[src/rtl/mips_cpu_load_store_unit_if.sv]
// Bundles the CPU request/response handshake and the word-only data memory bus of the
// load/store unit. The LSU uses the slave modport; the CPU/memory side uses master.
interface mips_cpu_load_store_unit_if;
    logic        req_valid;
    logic        req_ready;
    logic [3:0]  req_op;
    logic [31:0] req_addr;
    logic [31:0] req_wdata;
    logic [31:0] req_rt_old;
    logic        resp_valid;
    logic [31:0] resp_rdata;
    logic        resp_error;
    logic [31:0] data_address;
    logic        data_read;
    logic        data_write;
    logic [31:0] data_writedata;
    logic [31:0] data_readdata;

    modport slave (
        input  req_valid, req_op, req_addr, req_wdata, req_rt_old, data_readdata,
        output req_ready, resp_valid, resp_rdata, resp_error,
        output data_address, data_read, data_write, data_writedata
    );

    modport master (
        output req_valid, req_op, req_addr, req_wdata, req_rt_old, data_readdata,
        input  req_ready, resp_valid, resp_rdata, resp_error,
        input  data_address, data_read, data_write, data_writedata
    );
endinterface

[src/rtl/mips_cpu_load_store_unit.sv]
// MIPS load/store unit: word-aligned memory access, sub-word loads with extension, RMW sub-word
// stores. Define MIPS_LSU_UNALIGNED_EN to make LWL/LWR legal; otherwise they report an error.
module mips_cpu_load_store_unit #(
    parameter logic [31:0] DATA_BASE  = 32'h00001000,
    parameter int unsigned DATA_WORDS = 32
) (
    input logic clk,
    input logic reset,
    mips_cpu_load_store_unit_if.slave bus
);
    localparam logic [31:0] DataEnd = DATA_BASE + 32'(4 * DATA_WORDS);

    localparam logic [1:0] StIdle = 2'd0;
    localparam logic [1:0] StRd   = 2'd1;
    localparam logic [1:0] StWr   = 2'd2;
    localparam logic [1:0] StResp = 2'd3;

    localparam logic [3:0] OpLb  = 4'h0;
    localparam logic [3:0] OpLbu = 4'h1;
    localparam logic [3:0] OpLh  = 4'h2;
    localparam logic [3:0] OpLhu = 4'h3;
    localparam logic [3:0] OpLw  = 4'h4;
    localparam logic [3:0] OpLwl = 4'h5;
    localparam logic [3:0] OpLwr = 4'h6;
    localparam logic [3:0] OpSb  = 4'h8;
    localparam logic [3:0] OpSh  = 4'h9;
    localparam logic [3:0] OpSw  = 4'hA;

    logic [1:0]  state_q, state_d;
    logic [3:0]  op_q, op_d;
    logic [31:0] addr_q, addr_d;
    logic [31:0] wdata_q, wdata_d;
    logic [31:0] rdata_q, rdata_d;
    logic        err_q, err_d;

    logic        op_ok, aligned, in_range;
    logic [1:0]  off;
    logic [4:0]  lane_sh;
    logic [31:0] mem_shr;

    // Request legality is decided on the live request fields in the accept cycle.
    always_comb begin
        op_ok   = 1'b0;
        aligned = 1'b1;
        unique case (bus.req_op)
            OpLb, OpLbu, OpLw, OpSb, OpSh, OpSw, OpLh, OpLhu: op_ok = 1'b1;
`ifdef MIPS_LSU_UNALIGNED_EN
            OpLwl, OpLwr: op_ok = 1'b1;
`endif
            default: op_ok = 1'b0;
        endcase
        case (bus.req_op)
            OpLh, OpLhu, OpSh: aligned = ~bus.req_addr[0];
            OpLw, OpSw:        aligned = (bus.req_addr[1:0] == 2'b00);
            default:           aligned = 1'b1;
        endcase
    end

    assign in_range = (bus.req_addr >= DATA_BASE) && (bus.req_addr < DataEnd);

    assign off     = addr_q[1:0];
    assign lane_sh = {off, 3'b000};
    assign mem_shr = bus.data_readdata >> lane_sh;

`ifdef MIPS_LSU_UNALIGNED_EN
    logic [31:0] rt_q, rt_d;
    logic [4:0]  lwl_sh;
    logic [31:0] lwl_res, lwr_res;

    assign lwl_sh  = {2'd3 - off, 3'b000};
    assign lwl_res = (bus.data_readdata << lwl_sh) | (rt_q & ((32'd1 << lwl_sh) - 32'd1));
    assign lwr_res = mem_shr | (rt_q & ~(32'hFFFF_FFFF >> lane_sh));
`endif

    always_comb begin
        state_d = state_q;
        op_d    = op_q;
        addr_d  = addr_q;
        wdata_d = wdata_q;
        rdata_d = rdata_q;
        err_d   = err_q;
`ifdef MIPS_LSU_UNALIGNED_EN
        rt_d    = rt_q;
`endif
        case (state_q)
            StIdle: begin
                if (bus.req_valid) begin
                    op_d    = bus.req_op;
                    addr_d  = bus.req_addr;
                    wdata_d = bus.req_wdata;
`ifdef MIPS_LSU_UNALIGNED_EN
                    rt_d    = bus.req_rt_old;
`endif
                    rdata_d = 32'd0;
                    err_d   = 1'b0;
                    if (!op_ok || !aligned || !in_range) begin
                        err_d   = 1'b1;
                        state_d = StResp;
                    end else if (bus.req_op == OpSw) begin
                        state_d = StWr;
                    end else begin
                        state_d = StRd;
                    end
                end
            end
            StRd: begin
                state_d = StResp;
                case (op_q)
                    OpLb:  rdata_d = {{24{mem_shr[7]}}, mem_shr[7:0]};
                    OpLbu: rdata_d = {24'd0, mem_shr[7:0]};
                    OpLh:  rdata_d = {{16{mem_shr[15]}}, mem_shr[15:0]};
                    OpLhu: rdata_d = {16'd0, mem_shr[15:0]};
`ifdef MIPS_LSU_UNALIGNED_EN
                    OpLwl: rdata_d = lwl_res;
                    OpLwr: rdata_d = lwr_res;
`endif
                    // Sub-word stores merge into the word just read, then write it back.
                    OpSb: begin
                        wdata_d = (bus.data_readdata & ~(32'h0000_00FF << lane_sh))
                                | ({24'd0, wdata_q[7:0]} << lane_sh);
                        state_d = StWr;
                    end
                    OpSh: begin
                        wdata_d = (bus.data_readdata & ~(32'h0000_FFFF << lane_sh))
                                | ({16'd0, wdata_q[15:0]} << lane_sh);
                        state_d = StWr;
                    end
                    default: rdata_d = bus.data_readdata;
                endcase
            end
            StWr:    state_d = StResp;
            default: state_d = StIdle;
        endcase
    end

    always_ff @(posedge clk) begin
        if (!reset) begin
            state_q <= StIdle;
            op_q    <= 4'd0;
            addr_q  <= 32'd0;
            wdata_q <= 32'd0;
            rdata_q <= 32'd0;
            err_q   <= 1'b0;
`ifdef MIPS_LSU_UNALIGNED_EN
            rt_q    <= 32'd0;
`endif
        end else begin
            state_q <= state_d;
            op_q    <= op_d;
            addr_q  <= addr_d;
            wdata_q <= wdata_d;
            rdata_q <= rdata_d;
            err_q   <= err_d;
`ifdef MIPS_LSU_UNALIGNED_EN
            rt_q    <= rt_d;
`endif
        end
    end

    always_comb begin
        bus.req_ready      = (state_q == StIdle);
        bus.resp_valid     = (state_q == StResp);
        bus.resp_rdata     = (state_q == StResp) ? rdata_q : 32'd0;
        bus.resp_error     = (state_q == StResp) & err_q;
        bus.data_read      = (state_q == StRd);
        bus.data_write     = (state_q == StWr);
        bus.data_address   = (state_q == StRd || state_q == StWr) ?
                             {addr_q[31:2], 2'b00} : 32'd0;
        bus.data_writedata = (state_q == StWr) ? wdata_q : 32'd0;
    end
endmodule

[src/flat_wrapper.sv]
// flat-port wrapper written by rule: the top's interface ports become plain ports
module mips_cpu_load_store_unit_flat 
#(
    parameter logic [31:0] DATA_BASE  = 32'h00001000,
    parameter int unsigned DATA_WORDS = 32
)
  (clk, reset, bus_req_valid, bus_req_op, bus_req_addr, bus_req_wdata, bus_req_rt_old, bus_data_readdata, bus_req_ready, bus_resp_valid, bus_resp_rdata, bus_resp_error, bus_data_address, bus_data_read, bus_data_write, bus_data_writedata);
  mips_cpu_load_store_unit_if bus_i ();
  input logic clk;
  input logic reset;
  input wire logic [$bits(bus_i.req_valid)-1:0] bus_req_valid;
  input wire logic [$bits(bus_i.req_op)-1:0] bus_req_op;
  input wire logic [$bits(bus_i.req_addr)-1:0] bus_req_addr;
  input wire logic [$bits(bus_i.req_wdata)-1:0] bus_req_wdata;
  input wire logic [$bits(bus_i.req_rt_old)-1:0] bus_req_rt_old;
  input wire logic [$bits(bus_i.data_readdata)-1:0] bus_data_readdata;
  output wire logic [$bits(bus_i.req_ready)-1:0] bus_req_ready;
  output wire logic [$bits(bus_i.resp_valid)-1:0] bus_resp_valid;
  output wire logic [$bits(bus_i.resp_rdata)-1:0] bus_resp_rdata;
  output wire logic [$bits(bus_i.resp_error)-1:0] bus_resp_error;
  output wire logic [$bits(bus_i.data_address)-1:0] bus_data_address;
  output wire logic [$bits(bus_i.data_read)-1:0] bus_data_read;
  output wire logic [$bits(bus_i.data_write)-1:0] bus_data_write;
  output wire logic [$bits(bus_i.data_writedata)-1:0] bus_data_writedata;
  assign bus_i.req_valid = bus_req_valid;
  assign bus_i.req_op = bus_req_op;
  assign bus_i.req_addr = bus_req_addr;
  assign bus_i.req_wdata = bus_req_wdata;
  assign bus_i.req_rt_old = bus_req_rt_old;
  assign bus_i.data_readdata = bus_data_readdata;
  assign bus_req_ready = bus_i.req_ready;
  assign bus_resp_valid = bus_i.resp_valid;
  assign bus_resp_rdata = bus_i.resp_rdata;
  assign bus_resp_error = bus_i.resp_error;
  assign bus_data_address = bus_i.data_address;
  assign bus_data_read = bus_i.data_read;
  assign bus_data_write = bus_i.data_write;
  assign bus_data_writedata = bus_i.data_writedata;
  mips_cpu_load_store_unit #(.DATA_BASE(DATA_BASE), .DATA_WORDS(DATA_WORDS)) u_core (.clk(clk), .reset(reset), .bus(bus_i));
endmodule
[config.mk]
export PLATFORM = sky130hd
export DESIGN_NAME = mips_cpu_load_store_unit_flat
export DESIGN_NICKNAME = d
export VERILOG_FILES = /design/src/rtl/mips_cpu_load_store_unit_if.sv /design/src/rtl/mips_cpu_load_store_unit.sv /design/src/flat_wrapper.sv
export SDC_FILE = /design/constraint.sdc
export NUM_CORES = 1
export LEC_CHECK = 0
export BUFFER_PORTS_ARGS = -buffer_cell sky130_fd_sc_hd__buf_2
export CORE_ASPECT_RATIO = 0.5
export CORE_MARGIN = 5
export CORE_UTILIZATION = 40
export CTS_BUF_LIST = sky130_fd_sc_hd__clkbuf_8 sky130_fd_sc_hd__clkbuf_16
export CTS_CLUSTER_SIZE = 16
export DETAILED_ROUTE_END_ITERATION = 8
export PLACE_DENSITY = 0.67
export SLEW_MARGIN = 5
export SYNTH_ARGS = -nofsm -noshare
export SYNTH_HDL_FRONTEND = slang
export SYNTH_SLANG_ARGS = --single-unit
[constraint.sdc]
create_clock -name clk -period 7.2 [get_ports clk]
set_clock_uncertainty 0.2 [all_clocks]
set_input_delay 0 -clock clk [delete_from_list [all_inputs] [get_ports clk]]
set_output_delay 0 -clock clk [all_outputs]
set_load 0.02 [all_outputs]
# --- Word level (Yosys, flattened, before mapping) ---
# Memories as Yosys holds them, arrays and structs flattened.
# Cells that the tools add are included.
totals:
  in_bits: 135
  memories: 1
  mem_bits_ro: 16
  reg_bits: 103
  out_inout_bits: 101
mem_list:
  columns: ["name", "words", "word_bits", "read_ports", "rd_ports_with_merged_regs", "write_ports", "line", "source"]
  rows:
  - ["(no name shown)", 16, 1, 1, 0, 0, "mips_cpu_load_store_unit.sv:45", "unique case (bus.req_op)"]
classes:
  eq_ne: 16
  mux: 16
  n_bitwise: 8
  magnitude_cmp: 2
  n_reduce_logical: 17
  shifts: 5
ops:
  columns: ["cell", "n"]
  rows:
  - ["case mux 32 bit (2 select lines)", 3]
  - ["2-to-1 mux 32 bit", 5]
  - ["case mux 32 bit (5 select lines)", 1]
  - ["bitwise AND 32 bit", 2]
  - ["inverter 32 bit", 2]
  - ["bitwise OR 32 bit", 2]
  - ["greater-or-equal comparator 32 x 13 -> 1 bit (second input constant)", 1]
  - ["less-than comparator 32 x 13 -> 1 bit (second input constant)", 1]
  - ["<< shifter 16 x 5 -> 32 bit", 1]
  - ["<< shifter 16 x 5 -> 32 bit (first input constant)", 1]
  - ["<< shifter 8 x 5 -> 32 bit", 1]
  - ["<< shifter 8 x 5 -> 32 bit (first input constant)", 1]
  - ["right shift 32 x 5 -> 16 bit", 1]
  - ["== test 4 x 2 -> 1 bit (second input constant)", 4]
  - ["== test 4 bit (second input constant)", 4]
  - ["2-to-1 mux 2 bit", 3]
  - ["case mux 2 bit (3 select lines)", 1]
  - ["AND reduction 3 bit", 2]
  - ["== test 2 bit (second input constant)", 2]
  - ["== test 4 x 1 -> 1 bit (second input constant)", 1]
  - ["== test 4 x 3 -> 1 bit (second input constant)", 1]
  - ["zero test 2 bit", 2]
  - ["zero test 4 bit", 1]
  - ["!= test 2 bit (second input constant)", 2]
  - ["13 further kinds", 19]

# --- Logic depth before layout (Yosys ltp) ---
# Gate-level depths: netlist of run 1.
depth:
  word_depth: 9
  mapped_depth: 10
  mapped_depth_nobuf: 6

# --- Worst setup path before layout of run 1 ---
# Ideal clock, no wire load.
synth_timing:
  path_kind: "reg-to-reg"
  startpoint: "register u_core.addr_q[1]"
  endpoint: "register u_core.wdata_q[16]"
  slack_ns: 4.809
  setup_time_ns: 0.117
  path_stages_with_launch: 11
  path_buffers: 4
  arrival_ns: 2.074
  period_less_slack_ns: 2.391
  path_cell_list: "dfxtp_1 > buf_6 > buf_2 > buf_2 > clkbuf_1 > inv_1 > ha_1 > inv_1 > a221oi_1 > o21ai_0 > a32o_1"
synth_between:
  elab_chain_cells: 6
synth_lines:
  columns: ["element", "line", "source"]
  rows:
  - ["start: declaration", "mips_cpu_load_store_unit.sv:31", "logic [31:0] addr_q, addr_d;"]
  - ["start signal: assignment", "mips_cpu_load_store_unit.sv:150", "addr_q <= addr_d;"]
  - ["<< shifter 16 x 5 -> 32 bit or << shifter 8 x 5 -> 32 bit (tied branches)", "mips_cpu_load_store_unit.sv:124, mips_cpu_load_store_unit.sv:119", null]
  - ["inverter 32 bit, on equally long branches", "mips_cpu_load_store_unit.sv:124, mips_cpu_load_store_unit.sv:119", null]
  - ["bitwise AND 32 bit, on equally long branches", "mips_cpu_load_store_unit.sv:124, mips_cpu_load_store_unit.sv:119", null]
  - ["bitwise OR 32 bit, on equally long branches", "mips_cpu_load_store_unit.sv:125, mips_cpu_load_store_unit.sv:120", null]
  - ["case mux 32 bit (2 select lines) *", "mips_cpu_load_store_unit.sv:108", "case (op_q)"]
  - ["case mux 32 bit (2 select lines) *", "mips_cpu_load_store_unit.sv:85", "case (state_q)"]
  - ["end signal: assignment", "mips_cpu_load_store_unit.sv:151", "wdata_q <= wdata_d;"]
  - ["end: declaration", "mips_cpu_load_store_unit.sv:32", "logic [31:0] wdata_q, wdata_d;"]
# Mark *: on every way between the ends. The rest lies on a longest branch, timed or not.
# A chain may end at the register's enable or synchronous reset.

# --- Worst setup path in the final report of run 1 ---
layout_timing:
  startpoint: "register u_core.state_q[1]"
  endpoint: "register u_core.wdata_q[11]"
layout_between:
  elab_chain_cells: 3
layout_lines:
  columns: ["element", "line", "source"]
  rows:
  - ["start: declaration", "mips_cpu_load_store_unit.sv:29", "logic [1:0] state_q, state_d;"]
  - ["start signal: assignment", "mips_cpu_load_store_unit.sv:138", "state_q <= StIdle;"]
  - ["start signal: assignment", "mips_cpu_load_store_unit.sv:148", "state_q <= state_d;"]
  - ["== test 2 x 1 -> 1 bit or zero test 2 bit (tied branches)", "mips_cpu_load_store_unit.sv:85", null]
  - ["!= test 3 x 1 -> 1 bit (no line), or another cell as far along", null, null]
  - ["AND reduction 3 bit (no line)", null, null]
# Several ways; a longest one is shown, not always the timed one.

==> results of run 1 <==
[flip-flops by register name (all words and copies together), names as in the netlist]
| signal | flops |
|---|---|
| u_core.wdata_q | 32 |
| u_core.addr_q | 32 |
| u_core.rdata_q | 32 |
| u_core.state_q | 2 |
| u_core.op_q | 4 |
| u_core.err_q | 1 |
[cell usage after synthesis, types with 2 or more instances]
library cell,number
o31a_1,2
o21bai_1,2
nand3b_1,2
buf_2,14
clkbuf_1,46
nand2_1,113
o2bb2ai_1,25
o21ai_0,51
nand3_1,17
and2_1,98
buf_6,8
a22oi_1,8
mux2i_1,11
a32o_1,8
nand2b_1,13
o2111ai_1,14
a221oi_1,8
buf_1,6
nor3_1,3
a211oi_1,17
nor2_4,2
dfxtp_1,103
o211ai_1,9
buf_4,3
o22ai_1,7
ha_1,8
a31oi_1,2
nor4b_1,8
inv_1,14
a221o_1,24
nor2b_1,4
clkinv_1,2
nor3b_1,3
nor2_1,32
nor4_1,4
a21oi_1,101
[critical path, delay by kind of cell (launching register included)]
family / cells / cell delay [ps]
buffers and inverters: 4 / 2060
flip-flops: 1 / 330
adder cells (fa/ha/maj): 1 / 150
AO/OA/AOI/OAI: 3 / 1660
[cell families after synthesis]
group / count (synthesis) / share of synthesized area
muxes: 13 / 0.02276
DFF: 103 / 0.3261
and+or+nand+nor: 309 / 0.2596
buffers and inverters: 94 / 0.06986
adders and majority gates: 8 / 0.01583
xor gates and xnor gates: 1 / 0.001386
AOI/OAI and AO/OA: 286 / 0.3038
other: 1 / 0.0005931
[timing repair]
item / in CTS / in global routing
gates resized for setup: 0 / 0
buffers inserted: 0 / 0
hold buffers: 116 / 0
endpoints found under the hold margin: 99 / 0
[worst max-delay path by stage]
stage,startpoint,endpoint
after global placement,u_core.state_q[1],u_core.wdata_q[23]
final,u_core.state_q[1],u_core.wdata_q[11]
after CTS,u_core.state_q[1],u_core.wdata_q[9]
after floorplan,u_core.addr_q[1],u_core.wdata_q[16]
after detailed placement,u_core.state_q[1],u_core.wdata_q[19]
after global routing,u_core.state_q[1],u_core.wdata_q[11]
[power by group through the flow]
stage          clock network (mW)  logic (mW)  registers, mW
6_report                    0.489       0.948          0.790
3_5_place_dp                    0       0.849          0.796
2_1_floorplan                   0       0.651          0.751
3_3_place_gp                    0       0.837          0.793
5_1_grt                     0.528        1.03          0.803
4_1_cts                     0.500       0.931          0.784
[per-layer routing]
| metal | share of wire | wire length, µm | GRT usage | up-vias |
|---|---|---|---|---|
| li1 | - | - | - | 3448 |
| met1 | 0.42 | 9934 | 0.3183 | 3444 |
| met2 | 0.46 | 10760 | 0.3954 | 362 |
| met3 | 0.097 | 2292 | 0.06688 | 51 |
| met4 | 0.023 | 542 | 0.07328 | 0 |
| met5 | 0 | 0 | 0 | - |
[final cells by class]
cell class	count	area share
multi-input combinational	619	0.4399
timing repair buffer	322	0.2533
sequential	103	0.2371
tap	204	0.02933
clock buffer	9	0.02588
inverter	17	0.007332
clock inverter	7	0.007188
[layout by cell type, fill, tap and decap left out, types with 9 or more instances in the layout]
cell / Yosys / final
inv_1: 14 / 14
nor2_1: 32 / 32
mux2i_1: 11 / 11
nand2b_1: 13 / 13
a211oi_1: 17 / 17
and2_1: 98 / 98
o211ai_1: 9 / 9
o21ai_0: 51 / 51
o2111ai_1: 14 / 14
dlygate4sd3_1: 0 / 116
dfxtp_1: 103 / 102
clkbuf_16: 0 / 9
nand2_1: 113 / 113
a21oi_1: 101 / 101
buf_2: 14 / 201
a221o_1: 24 / 24
nand3_1: 17 / 17
o2bb2ai_1: 25 / 25
[stage by stage]
stage | utilization | std cells | power [mW]
2_1_floorplan | - | 816 | 1.402
3_3_place_gp | 0.4694 | 1149 | 1.630
3_5_place_dp | 0.4694 | 1149 | 1.645
4_1_cts | 0.5631 | 1281 | 2.216
5_1_grt | 0.5631 | 1281 | 2.366
6_report | 0.5631 | 1281 | 2.227
==> qor.txt, run 1 <==
Worst-Skew Late Latency: 340 ps
antenna cells: 0
gpl congestion: 0.8986
crit path max-delay cell type: o21ai_2
DRT antenna net count: 0
max-slew violations: 0
Ys Warns: 0
number of fill cells: 1401
CTS Root Cell: clkbuf_16
Least-Margin Pin Slew: 1271 ps
min-delay src: bus_data_readdata[14]
worst-path fanout max: 39
Achievable Freq: 0.2236 GHz
Routed WL: 23530 µm
Logic pwr share: 0.426
Worst Setup End Kind: flop
Mapped Area: 6322 µm²
Setup crit start kind: flop
Max-cap violations: 0
clock slew at reported path FFs: 80 ps
Crit Path Category: flop to flop
layout cells sized above 1: 0.2228
I/O Pins: 236
Via Count: 7305
Yosys reg bits: 103
Row Count: 32
Final Setup Violations: 0
slack of the critical path: 2728 ps
TritonCTS clock tree: done
HP Class: input pin to flop
core footprint: 15450 µm²
DRT iter0 DRCs: 686
Power Density: 255.9 nW/µm²
synth unique cells: 59
Via density: 5.703
Seq pwr share: 0.355
Starting Density: 0.4091
Rel. slew slack: 0.1524
register area: 2063 µm²
vias in the first global route: 7108
r2r endpoint: u_core.wdata_q[11]
nets: 1215
status: finished, final reports clean
Area after DPL: 7254 µm²
port bufs: 201
final hold slack: 5.450 ps
Fin. Hold Viols: 0
Post-synth EDFFs: 0
footprint of the multi-input gates: 3829 µm²
Post-synth ARST share: 0
die height: 98.90 µm
R2R Setup Slk: 2730 ps
top cell type's share of synthesized area: 0.3261
Total GRT Usage: 0.2434
register area share after synthesis: 0.3261
grt ovf: 0
number of cells on the worst hold path: 5
CP Data Arrival Time: 4560 ps
Hold EP: u_core.rdata_q[14]
die area: 18570 µm²
Area contributors post-synth: dfxtp_1 (33%), and2_1 (9.7%), a21oi_1 (8.0%), nand2_1 (6.7%), o21ai_0 (4.0%)
routed len/inst: 18.37 µm
Cell Chain, Critical Path: inv_1 > ha_1 > buf_4 > clkinv_1 > o21ai_2 > a21oi_1 > a21oi_1 > dlygate4sd3_1
Clk network pwr share: 0.220
Layout Area Growth over Synthesis: 37.66%
Syn Area/Cell: 7.757 µm²
DRC viols: 0
Final period util: 0.6212
drt pass-1 iters: 5
initial antenna violation count: 0
clk buf depth: 2
cells after synthesis: 815
CTS buffer count: 9
P_int: 1.285 mW
worst slack, placed: 3280 ps
Final Cell Area: 8703 µm²
worst vdd ir: 149.1 µV
Worst EP required: 7290 ps
Die X: 187.8 µm
H-Tree Depth: 3
largest net degree at the start of global routing: 82
Reg-to-Reg Start: u_core.state_q[1]
Switching Share: 0.4233
CP most frequent cell: a21oi_1
Synth area leader: dfxtp_1
LEAKAGE: 3.693 nW
ys flop type: dfxtp_1
detailed placer's ending HPWL: 15680 µm
first-pass GRT wire length: 37300 µm
FF-to-FF path depth: 8
setup_tns: 0 ps
worst stage delay on the critical path: 1380 ps
switching power: 942.9 µW
unrepaired setup endpoints after global routing: no
clock sinks: 103
minimum clock period: 4472 ps
(Power assumes the default switching activity.)
==> run 2, diff against run 1 <==
--- a/config.mk
+++ b/config.mk
@@ -12,7 +12,7 @@
 export CTS_BUF_LIST = sky130_fd_sc_hd__clkbuf_8 sky130_fd_sc_hd__clkbuf_16
 export CTS_CLUSTER_SIZE = 16
 export DETAILED_ROUTE_END_ITERATION = 8
-export PLACE_DENSITY = 0.67
+export PLACE_DENSITY = 0.7
 export SLEW_MARGIN = 5
 export SYNTH_ARGS = -nofsm -noshare
 export SYNTH_HDL_FRONTEND = slang
==> constraint.sdc (replaced) <==
create_clock -name clk -period 4.1 [get_ports clk]
set_clock_uncertainty 0.2 [all_clocks]
set_input_delay 0 -clock clk [delete_from_list [all_inputs] [get_ports clk]]
set_output_delay 0 -clock clk [all_outputs]
set_load 0.02 [all_outputs]
==> qor.txt, run 2 (same netlist as run 1, synthesis figures left out) <==
CTS Root Cell: clkbuf_16 (unchanged)
die height: 98.90 µm (unchanged)
DRT antenna net count: 0 (unchanged)
setup_tns: 0 ps (unchanged)
Cell Chain, Critical Path: inv_1 > ha_1 > buf_4 > mux2_2 > a21boi_2 > o21ai_0 > a21oi_1 > dlygate4sd3_1 (was inv_1 > ha_1 > buf_4 > clkinv_1 > o21ai_2 > a21oi_1 > a21oi_1 > dlygate4sd3_1)
initial antenna violation count: 1 (was 0)
worst stage delay on the critical path: 850 ps (was 1380 ps)
die area: 18570 µm² (unchanged)
Worst Setup End Kind: flop (unchanged)
DRT iter0 DRCs: 601 (was 686)
CTS buffer count: 9 (unchanged)
clock sinks: 103 (unchanged)
Crit Path Category: flop to flop (unchanged)
Logic pwr share: 0.420 (was 0.426)
LEAKAGE: 3.724 nW (was 3.693 nW)
detailed placer's ending HPWL: 15870 µm (was 15680 µm)
Die X: 187.8 µm (unchanged)
footprint of the multi-input gates: 3826 µm² (was 3829 µm²)
routed len/inst: 18.36 µm (was 18.37 µm)
status: finished, final reports clean (unchanged)
vias in the first global route: 7121 (was 7108)
number of fill cells: 1391 (was 1401)
Achievable Freq: 0.2907 GHz (was 0.2236 GHz)
largest net degree at the start of global routing: 54 (was 82)
final hold slack: 8.543 ps (was 5.450 ps)
Starting Density: 0.4091 (unchanged)
Switching Share: 0.4163 (was 0.4233)
port bufs: 201 (unchanged)
Final Setup Violations: 0 (unchanged)
Least-Margin Pin Slew: 1093 ps (was 1271 ps)
max-slew violations: 0 (unchanged)
clk buf depth: 2 (unchanged)
Row Count: 32 (unchanged)
layout cells sized above 1: 0.2246 (was 0.2228)
gpl congestion: 0.8884 (was 0.8986)
Worst-Skew Late Latency: 350 ps (was 340 ps)
Setup crit start kind: flop (unchanged)
crit path max-delay cell type: a21boi_2 (was o21ai_2)
biggest regs: u_core.addr_q: 32 flops, u_core.rdata_q: 32 flops, u_core.wdata_q: 32 flops (unchanged)
register area: 2063 µm² (unchanged)
Setup Fix Bufs, Post-CTS: 0 (unchanged)
Power Density: 457.7 nW/µm² (was 255.9 nW/µm²)
Layout Area Growth over Synthesis: 38.67% (was 37.66%)
Via density: 5.681 (was 5.703)
antenna cells: 0 (unchanged)
unrepaired setup endpoints after global routing: no (unchanged)
DRC viols: 0 (unchanged)
worst vdd ir: 285.4 µV (was 149.1 µV)
nets: 1220 (was 1215)
Final period util: 0.8390 (was 0.6212)
commonest non-fill, non-tap cell in the layout: buf_2 (unchanged)
Total GRT Usage: 0.2428 (was 0.2434)
Max-cap violations: 0 (unchanged)
P_int: 2.342 mW (was 1.285 mW)
clock slew at reported path FFs: 80 ps (about the same)
HP Class: input pin to flop (unchanged)
switching power: 1.670 mW (was 942.9 µW)
Final Total Pwr: 4.013 mW (was 2.227 mW)
Clk network pwr share: 0.229 (was 0.220)
CP Data Arrival Time: 3530 ps (was 4560 ps)
core footprint: 15450 µm² (unchanged)
TritonCTS clock tree: done (unchanged)
minimum clock period: 3440 ps (was 4472 ps)
fin util: 0.5673 (was 0.5631)
drt pass-1 iters: 6 (was 5)
Worst EP required: 4190 ps (was 7290 ps)
Rel. slew slack: 0.2674 (was 0.1524)
Fin. Hold Viols: 0 (unchanged)
first-pass GRT wire length: 37290 µm (was 37300 µm)
worst-path fanout max: 38 (was 39)
leading cell types in the layout, fill and taps excluded: buf_2 (201), dlygate4sd3_1 (117), nand2_1 (113) (was buf_2 (201), dlygate4sd3_1 (116), nand2_1 (113))
Seq pwr share: 0.350 (was 0.355)
cell family with most CP delay: compound AO/OA/AOI/OAI gates (was buffers and inverters)
worst path bufs/invs: 3 (was 4)
H-Tree Depth: 3 (unchanged)
Via Count: 7306 (was 7305)
grt ovf: 0 (unchanged)
Routed WL: 23610 µm (was 23530 µm)
I/O Pins: 236 (unchanged)
## run 2: worst min-delay path: cells and delay by family
family                 cells  cell delay [ps]
AND/OR/NAND/NOR            1               60
buffers and inverters      1              130
AO/OA/AOI/OAI              3              320
## run 2: worst paths after layout
kind	start	to	slack [ps]	cells after the start
worst min-delay path	bus_data_readdata[12]	u_core.rdata_q[12]	9	5
worst min register to register	u_core.rdata_q[2]	u_core.rdata_q[2]	250	2
worst max-delay path	u_core.state_q[1]	u_core.wdata_q[31]	660	8
worst max register to register	u_core.state_q[1]	u_core.wdata_q[31]	660	8
## run 2: power groups by stage
| stage | sequential (mW) | clock [mW] | combinational (mW) |
|---|---|---|---|
| after floorplan | 1.32 | 0 | 1.14 |
| after global placement | 1.41 | 0 | 1.46 |
| after detailed placement | 1.41 | 0 | 1.49 |
| after CTS | 1.39 | 0.931 | 1.66 |
| after global routing | 1.43 | 0.974 | 1.84 |
| final | 1.41 | 0.920 | 1.69 |
## run 2: timing repair
| action | in CTS | in global routing |
|---|---|---|
| endpoints found under the hold margin | 99 | 0 |
| resized for setup | 0 | 0 |
| hold buffers | 117 | 0 |
## run 2: metal layers
| layer | share of wire | vias to the layer above | global-route usage |
|---|---|---|---|
| met5 | 0.00055 | - | 0 |
| met4 | 0.022 | 2 | 0.07215 |
| met3 | 0.095 | 51 | 0.07219 |
| met2 | 0.46 | 360 | 0.4073 |
| met1 | 0.42 | 3428 | 0.3047 |
| li1 | - | 3465 | - |
## run 2: final cells by class
type | instances | area share
inverters | 17 | 0.007278
clock buffers | 9 | 0.02569
repair buffers | 327 | 0.2560
clock inverters | 7 | 0.01013
well taps | 204 | 0.02911
flip-flops and latches | 103 | 0.2353
multi-input cells | 619 | 0.4364
## run 2: through the flow
step,setup slack (ps),cells,instance area [µm²]
6_report,660.0,1286,8767
5_1_grt,453.2,1286,8767
4_1_cts,782.0,1286,8767
3_5_place_dp,1290,1153,7282
3_3_place_gp,1425,1153,7282
2_1_floorplan,1709,816,6326
==> run 3, diff against run 2 <==
==> constraint.sdc (replaced) <==
create_clock -name clk -period 2.8 [get_ports clk]
set_clock_uncertainty 0.2 [all_clocks]
set_input_delay 0 -clock clk [delete_from_list [all_inputs] [get_ports clk]]
set_output_delay 0 -clock clk [all_outputs]
set_load 0.02 [all_outputs]
==> qor.txt, run 3 (same netlist as run 1, synthesis figures left out) <==
commonest non-fill, non-tap cell in the layout: buf_2 (unchanged)
Clk network pwr share: 0.231 (was 0.229)
switching power: 2.436 mW (was 1.670 mW)
clk buf depth: 2 (unchanged)
Least-Margin Pin Slew: 1229 ps (was 1093 ps)
drt pass-1 iters: 6 (unchanged)
I/O Pins: 236 (unchanged)
antenna cells: 0 (unchanged)
GR Layer Usage met2: 0.3990 (was 0.4073)
Crit Path Category: flop to flop (unchanged)
number of fill cells: 1382 (was 1391)
DRT iter0 DRCs: 717 (was 601)
LEAKAGE: 3.747 nW (was 3.724 nW)
layout cells sized above 1: 0.2374 (was 0.2246)
Total GRT Usage: 0.2497 (was 0.2428)
worst vdd ir: 396.5 µV (was 285.4 µV)
Final period util: 0.8952 (was 0.8390)
initial antenna violation count: 0 (was 1)
worst-path fanout max: 35 (was 38)
Via Count: 7276 (was 7306)
footprint of the multi-input gates: 3826 µm² (unchanged)
Max-cap violations: 0 (unchanged)
unrepaired setup endpoints after global routing: no (unchanged)
Fin. Hold Viols: 0 (unchanged)
minimum clock period: 2507 ps (was 3440 ps)
Switching Share: 0.4172 (was 0.4163)
final hold slack: 245.2 ps (was 8.543 ps)
largest net degree at the start of global routing: 53 (was 54)
clock slew at reported path FFs: 80 ps (about the same)
CTS Root Cell: clkbuf_16 (unchanged)
clock sinks: 103 (unchanged)
TritonCTS clock tree: done (unchanged)
Rel. slew slack: 0.1807 (was 0.2674)
routed len/inst: 18.46 µm (was 18.36 µm)
Worst EP required: 2880 ps (was 4190 ps)
Layout Area Growth over Synthesis: 39.50% (was 38.67%)
nets: 1229 (was 1220)
DRC viols: 0 (unchanged)
Logic pwr share: 0.423 (was 0.420)
setup_tns: 0 ps (unchanged)
met1 Track Usage GR: 0.3258 (was 0.3047)
Final Setup Violations: 0 (unchanged)
Routed WL: 23910 µm (was 23610 µm)
H-Tree Depth: 3 (unchanged)
Achievable Freq: 0.3990 GHz (was 0.2907 GHz)
first-pass GRT wire length: 38180 µm (was 37290 µm)
P_int: 3.404 mW (was 2.342 mW)
CP Data Arrival Time: 2590 ps (was 3530 ps)
leading cell types in the layout, fill and taps excluded: buf_2 (201), nand2_1 (113), dlygate4sd3_1 (110) (was buf_2 (201), dlygate4sd3_1 (117), nand2_1 (113))
Row Count: 32 (unchanged)
GRT Max-Usage Layer: met2 (unchanged)
grt ovf: 0 (unchanged)
core footprint: 15450 µm² (unchanged)
HP Class: input pin to flop (unchanged)
Power Density: 662.2 nW/µm² (was 457.7 nW/µm²)
die area: 18570 µm² (unchanged)
biggest regs: u_core.addr_q: 32 flops, u_core.rdata_q: 32 flops, u_core.wdata_q: 32 flops (unchanged)
port bufs: 201 (unchanged)
met3 usage: 0.07219 (unchanged)
die height: 98.90 µm (unchanged)
Die X: 187.8 µm (unchanged)
Setup Fix Bufs, Post-CTS: 0 (unchanged)
Seq pwr share: 0.346 (was 0.350)
Worst-Skew Late Latency: 350 ps (about the same)
CTS buffer count: 9 (unchanged)
Via density: 5.619 (was 5.681)
register area: 2063 µm² (unchanged)
Worst Setup End Kind: flop (unchanged)
status: finished, final reports clean (unchanged)
gpl congestion: 0.9105 (was 0.8884)
Setup crit start kind: flop (unchanged)
Starting Density: 0.4091 (unchanged)
vias in the first global route: 7184 (was 7121)
max-slew violations: 0 (unchanged)
detailed placer's ending HPWL: 15980 µm (was 15870 µm)
DRT antenna net count: 0 (unchanged)
## run 3: cell count changes in the layout (fill, tap and decap cells not counted)
cell	before	now
buf_4	9	25
dlygate4sd3_1	117	110
clkinv_2	1	0
clkinv_4	1	2
clkinvlp_4	0	1
inv_6	2	1
## run 3: metrics by stage
step	setup WS [ps]	area, µm²	total power [mW]	cells	utilization
after floorplan	408.8	6326	3.606	816	-
after global routing	64.61	8820	6.200	1295	0.5707
after global placement	379.2	7402	4.267	1169	0.4790
final	293.5	8820	5.840	1295	0.5707
after detailed placement	342.3	7402	4.316	1169	0.4790
after CTS	311.7	8820	5.814	1295	0.5707
## run 3: path summary, 6_finish.rpt
check | startpoint | to | slack, ps | depth (start not counted)
setup / recovery | u_core.state_q[1] | u_core.rdata_q[6] | 290 | 9
hold / removal | bus_req_addr[16] | u_core.addr_q[16] | 250 | 4
setup reg to reg | u_core.state_q[1] | u_core.rdata_q[6] | 290 | 9
hold reg to reg | u_core.rdata_q[1] | u_core.rdata_q[1] | 250 | 2
## run 3: power by group through the flow
stage / logic (mW) / clock network [mW] / registers, mW
global route: 2.71 / 1.44 / 2.05
detailed placement: 2.28 / 0 / 2.03
finish: 2.47 / 1.35 / 2.02
global placement: 2.24 / 0 / 2.03
CTS: 2.44 / 1.37 / 2.00
floorplan: 1.68 / 0 / 1.93
## run 3: worst max-delay path, stage by stage, from the launching register on
cell	delay, ps
dfxtp_1	330
inv_1	90
ha_1	200
clkinv_1	100
buf_4	260
nor3_1	240
buf_4	190
o2111ai_1	110
dlygate4sd3_1	590
a21oi_1	130
## run 3: area by class of cell
class | instances | area share
inverter | 17 | 0.007235
timing repair buffer | 336 | 0.2602
tap | 204 | 0.02894
clock inverter | 7 | 0.01036
multi-input combinational | 619 | 0.4338
clock buffer | 9 | 0.02554
sequential | 103 | 0.2339
## run 3: per-layer routing
| layer | vias to the layer above | share of wire |
|---|---|---|
| met5 | - | 0 |
| met1 | 3399 | 0.42 |
| met3 | 64 | 0.096 |
| met2 | 340 | 0.45 |
| met4 | 0 | 0.030 |
| li1 | 3473 | - |
## run 3: timing repair
| action | in CTS | in global routing |
|---|---|---|
| hold buffers | 110 | 0 |
| endpoints found under the hold margin | 99 | 0 |
| endpoints found under the setup margin | 0 | 0 |
| gates resized for setup | 0 | 0 |
